[config.mk]
export PLATFORM = sky130hd
export DESIGN_NAME = cellrv32_cpu_cp_arbiter
export DESIGN_NICKNAME = d
export VERILOG_FILES = /design/src/rtl/cellrv32_cpu_cp_arbiter.sv
export SDC_FILE = /design/constraint.sdc
export NUM_CORES = 1
export LEC_CHECK = 0
export CORE_MARGIN = 2
export CORE_UTILIZATION = 30
export DETAILED_ROUTE_END_ITERATION = 8
export MAX_ROUTING_LAYER = met4
export PLACE_DENSITY = 0.71
export SYNTH_ARGS = -nofsm -noshare
export SYNTH_HDL_FRONTEND = slang
export SYNTH_SLANG_ARGS = --single-unit
[constraint.sdc]
create_clock -name clk_i -period 1.6 [get_ports clk_i]
set_input_delay 0.16 -clock clk_i [delete_from_list [all_inputs] [get_ports clk_i]]
set_output_delay 0.16 -clock clk_i [all_outputs]
set_load 0.01 [all_outputs]
[src/rtl/cellrv32_cpu_cp_arbiter.sv]
// ---------------------------------------------------------------------------
// cellrv32_cpu_cp_arbiter
// Initiator-side controller for the CPU co-processor interface. Issues a
// one-cycle start to the selected co-processor, waits for its valid flag,
// captures its result slice and returns it with a one-cycle done pulse.
// A trap aborts an operation in flight. A watchdog turns a hung unit, or an
// out-of-range selection, into a one-cycle timeout pulse.
//
// States:
//   state     | meaning
//   ----------+----------------------------------------------
//   S_IDLE    | waiting for a request
//   S_BUSY    | start issued, waiting for the selected valid
//   S_CAPTURE | result slice of the selected unit is sampled
//   S_DONE    | done asserted for one cycle
//
// Ports:
//   clk_i       clock, rising edge
//   rstn_i      asynchronous active-low reset
//   req_i       one-cycle operation request
//   sel_i       target co-processor index, sampled with req_i
//   trap_i      CPU trap, aborts an operation in BUSY/CAPTURE
//   cp_start_o  one-hot start pulse (combinational, acceptance cycle)
//   cp_valid_i  per-unit valid flags
//   cp_res_i    flattened results, slice k = [k*XLEN +: XLEN]
//   busy_o      operation in flight
//   done_o      one-cycle pulse, res_o valid
//   res_o       captured result, held until the next capture
//   tmo_o       one-cycle pulse on watchdog expiry or invalid selection
// ---------------------------------------------------------------------------
module cellrv32_cpu_cp_arbiter #(
  parameter int XLEN       = 32,
  parameter int NUM_CP     = 4,
  parameter int TMO_CYCLES = 128
) (
  input  logic                     clk_i,
  input  logic                     rstn_i,
  input  logic                     req_i,
  input  logic [$clog2(NUM_CP)-1:0] sel_i,
  input  logic                     trap_i,
  output logic [NUM_CP-1:0]        cp_start_o,
  input  logic [NUM_CP-1:0]        cp_valid_i,
  input  logic [NUM_CP*XLEN-1:0]   cp_res_i,
  output logic                     busy_o,
  output logic                     done_o,
  output logic [XLEN-1:0]          res_o,
  output logic                     tmo_o
);

  localparam int SEL_W = $clog2(NUM_CP);
  localparam int CNT_W = $clog2(TMO_CYCLES);
  localparam logic [CNT_W-1:0] CNT_LAST = CNT_W'(TMO_CYCLES - 1);

  typedef enum logic [1:0] {
    S_IDLE    = 2'd0,
    S_BUSY    = 2'd1,
    S_CAPTURE = 2'd2,
    S_DONE    = 2'd3
  } state_t;

  state_t           state;
  logic [CNT_W-1:0] cnt;
  logic [SEL_W-1:0] sel_q;
  logic [XLEN-1:0]  res_q;
  logic             tmo_q;

  logic             sel_ok;
  logic             accept;
  logic             valid_in;
  logic             valid_sel;
  logic [XLEN-1:0]  res_sel;

  // Muxes are built with explicit compares so an out-of-range sel_i (possible
  // when NUM_CP is not a power of two) never indexes past the vectors.
  always_comb begin
    sel_ok     = (32'(sel_i) < 32'(NUM_CP));
    accept     = (state == S_IDLE) && req_i && !trap_i && sel_ok;
    valid_in   = 1'b0;
    valid_sel  = 1'b0;
    res_sel    = '0;
    cp_start_o = '0;
    for (int k = 0; k < NUM_CP; k++) begin
      if (sel_i == SEL_W'(k)) begin
        valid_in      = cp_valid_i[k];
        cp_start_o[k] = accept;
      end
      if (sel_q == SEL_W'(k)) begin
        valid_sel = cp_valid_i[k];
        res_sel   = cp_res_i[k*XLEN +: XLEN];
      end
    end
  end

  always_ff @(posedge clk_i or negedge rstn_i) begin
    if (!rstn_i) begin
      state <= S_IDLE;
      cnt   <= '0;
      sel_q <= '0;
      res_q <= '0;
      tmo_q <= 1'b0;
    end else begin
      tmo_q <= 1'b0;
      case (state)
        S_IDLE: begin
          if (accept) begin
            sel_q <= sel_i;
            cnt   <= '0;
            // single-cycle units already report valid in the request cycle
            state <= valid_in ? S_CAPTURE : S_BUSY;
          end else if (req_i && !trap_i) begin
            // only reachable with an out-of-range selection
            tmo_q <= 1'b1;
          end
        end
        S_BUSY: begin
          if (trap_i) begin
            state <= S_IDLE;
          end else if (valid_sel) begin
            state <= S_CAPTURE;
          end else if (cnt == CNT_LAST) begin
            tmo_q <= 1'b1;
            state <= S_IDLE;
          end else begin
            cnt <= cnt + 1'b1;
          end
        end
        S_CAPTURE: begin
          if (trap_i) begin
            state <= S_IDLE;
          end else begin
            res_q <= res_sel;
            state <= S_DONE;
          end
        end
        S_DONE: begin
          // result already committed, trap has no effect here
          state <= S_IDLE;
        end
        default: state <= S_IDLE;
      endcase
    end
  end

  assign busy_o = (state != S_IDLE);
  assign done_o = (state == S_DONE);
  assign res_o  = res_q;
  assign tmo_o  = tmo_q;

endmodule

==> impl_metrics.py <==
metrics = {
    "route": {
        "final_antenna_net_count": 0,
        "first_pass_iters": 4,
        "viasPerCell": 5.05,
        "vias": 2508,
        "drc": 0,
        "drt_iter0_drc": 88,
        "routed_wl_um": 8740,
        "wire_per_inst_um": 17.6,
    },
    "logic_synthesis": {
        "syn_area_per_cell_um2": 14.7,
        "synth-seq-area-share": 0.396,
        "synthFlopType": "dfrtp_1",
        "synthArstFlopShare": 1.00,
        "synthDistinctLibCells": 44,
        "syn_area_um2": 2780,
        "yosys.area.top_type": "dfrtp_1",
        "synth_top_area_frac": 0.396,
        "synth-edff-count": 0,
        "ys_ff_latch": 44,
        "synth_nets": 328,
        "synth_top_cells_by_area": "dfrtp_1, mux4_2, mux2_2",
        "yosys_warnings": 0,
        "synth_cells": 189,
    },
    "final_layout": {
        "final_common_cell": "clkdlybuf4s50_1",
        "insertedDiodeCount": 0,
        "fill_cells": 804,
        "post-route-util": 0.558,
        "syn2layout_area_growth_pct": 82.8,
        "drive_above_1_share": 0.342,
        "most-common-layout-cells": "clkdlybuf4s50_1, dfrtp_1, mux4_2",
        "final_nets": 524,
    },
    "global_route": {
        "grt_util_all_layers": 0.173,
        "grt_first_pass_wirelength_um": 13500,
        "antenna_found_initial": 0,
        "grt_pass1_vias": 2735,
        "grt_max_degree": 27,
        "gr-total-overflow": 0,
    },
    "timing": {
        "setup_violations": 39,
        "fmax_mhz": 592,
        "hold_viol": 0,
        "finalCritPeriodShare": 1.06,
        "rsz0062_at_grt": "true",
        "tightest_slew_ns": 0.437,
        "slew_headroom": 0.708,
        "hold_slack_ns": 0.331,
        "finalClockSkew_ns": 0.00455,
        "final_max_slew_viol_count": 0,
        "period_needed_ns": 1.69,
        "fin_ws_ns": -0.0888,
    },
    "floorplanning": {
        "core_area_um2": 9110,
        "die_w_um": 100,
        "die_h_um": 100,
        "io_pins": 177,
        "dieArea_um2": 10100,
        "fp-row-count": 35,
        "start_util": 0.305,
    },
    "worst_setup_path": {
        "crit_arrival_ns": 1.87,
        "crit_path_start_kind": "register",
        "criticalPathCategory": "register to register",
        "crit_path_end_kind": "register",
        "cp.required_ns": 1.78,
        "cp_max_fo": 5,
    },
    "worst_hold_path": {
        "hold_class": "primary input to async pin",
    },
    "placed_design": {
        "place_ws_ns": -0.366,
        "hpwlAfterDp_um": 6760,
        "gp_congestion": 0.781,
        "portBuffers": 176,
    },
    "power": {
        "power_mw": 6.26,
        "pwr-share-clk": 0.110,
        "p_sw_frac": 0.315,
        "power.density_nw_per_um2": 1230,
        "seqPwrFrac": 0.298,
        "internal_power_mw": 4.29,
        "pwr-share-comb": 0.592,
        "peakVddDrop_uv": 476,
        "power_leakage_nw": 2.03,
        "power.switching_mw": 1.97,
    },
    "cts": {
        "cts_tree": "done",
        "cts_buffer_depth": 2,
        "htree_levels": 2,
        "clk_latency_ns": 0.29,
        "ctsRootBufferMaster": "clkbuf_8",
        "clock-sinks": 44,
        "clk_pin_slew_worst_paths_ns": 0.09,
        "cts_buffers": 5,
    },
    "status": {
        "violations": "setup timing",
        "status": "finished with violations",
    },
    "job": {
        "drv_cap": 0,
    },
}
[area by class of cell]
cell class | instances | area [µm²] | area share
inverter | 2 | 7.51 | 0.00148
multi-input combinational | 128 | 1740 | 0.342
clock buffer | 5 | 68.8 | 0.0135
tap | 111 | 139 | 0.0273
clock inverter | 3 | 18.8 | 0.00369
timing repair buffer | 204 | 2010 | 0.395
sequential | 44 | 1100 | 0.217
[metrics by stage]
step           setup TNS, ns  cell area (µm²)  instances
3_5_place_dp           -7.32             4820        483
6_report               -1.31             5080        497
5_1_grt                -3.66             5080        497
4_1_cts                -1.72             5020        495
3_3_place_gp           -4.48             4820        483
2_1_floorplan              0             2780        189
[state kept, by name, indices dropped and copies added (netlist names)]
register / count
cnt: 7
res_o: 32
sel_q: 2
state: 2
tmo_o: 1
[cell usage after synthesis, types with 2 or more instances]
library cell,count
dfrtp_1,44
mux2_2,33
mux4_2,33
nand2_1,8
nor2_1,7
clkbuf_1,5
buf_2,4
or2_2,4
buf_4,3
nand3_1,3
o21ai_0,3
and2_1,2
and3_1,2
buf_6,2
inv_1,2
mux2_4,2
mux2i_2,2
nor2b_1,2
nor3_1,2
o31ai_1,2
[kinds of logic after synthesis]
group,Yosys count,synth area share
mux,71,0.425
flops,44,0.396
simple gates,36,0.0733
compound gates,20,0.0670
buf+inv,17,0.0342
fa+ha+maj,1,0.00450
[per-layer routing]
layer | global-route usage | vias to the layer above | wire [µm]
li1 | - | 1145 | -
met4 | 0.0390 | 0 | 104
met3 | 0.0418 | 12 | 765
met2 | 0.309 | 118 | 4550
met1 | 0.197 | 1233 | 3320
met5 | - | - | 0
[power groups by stage]
stage / logic (mW) / clock network, mW / registers (mW)
final: 3.71 / 0.688 / 1.86
after global routing: 3.96 / 0.777 / 1.93
after CTS: 3.68 / 0.730 / 1.85
after detailed placement: 3.45 / 0 / 1.86
after global placement: 3.40 / 0 / 1.84
after floorplan: 1.59 / 0 / 2.02
[repair_timing]
item / in CTS / in global routing
gates cloned: 0 / 0
hold buffers: 1 / 0
pin swaps: 6 / 7
endpoints found under the setup margin: 32 / 45
gates resized for setup: 44 / 17
hold endpoints to repair: 18 / 0
buffers inserted: 3 / 2
[worst max-delay path: stages, from the launching register on]
cell      delay [ns]
dfrtp_2         0.50
mux2i_4         0.24
a221oi_4        0.44
a21oi_4         0.08
mux2_4          0.31
[final timing paths]
| check | startpoint | end | slack, ns | cells after the start |
|---|---|---|---|---|
| max in group asynchronous | rstn_i | state[0]$_DFFE_PN0P_ | 0.76 | 3 |
| hold / removal | rstn_i | res_o[3]$_DFFE_PN0P_ | 0.33 | 2 |
| setup / recovery | sel_q[0]$_DFFE_PN0P_ | cnt[0]$_DFFE_PN0P_ | -0.09 | 4 |
| setup reg to reg | sel_q[0]$_DFFE_PN0P_ | cnt[0]$_DFFE_PN0P_ | -0.09 | 4 |
| hold reg to reg | res_o[1]$_DFFE_PN0P_ | res_o[1]$_DFFE_PN0P_ | 0.51 | 1 |
| min in group clk_i | trap_i | state[1]$_DFFE_PN0P_ | 0.37 | 3 |
Power figures use the tool's default switching activity.
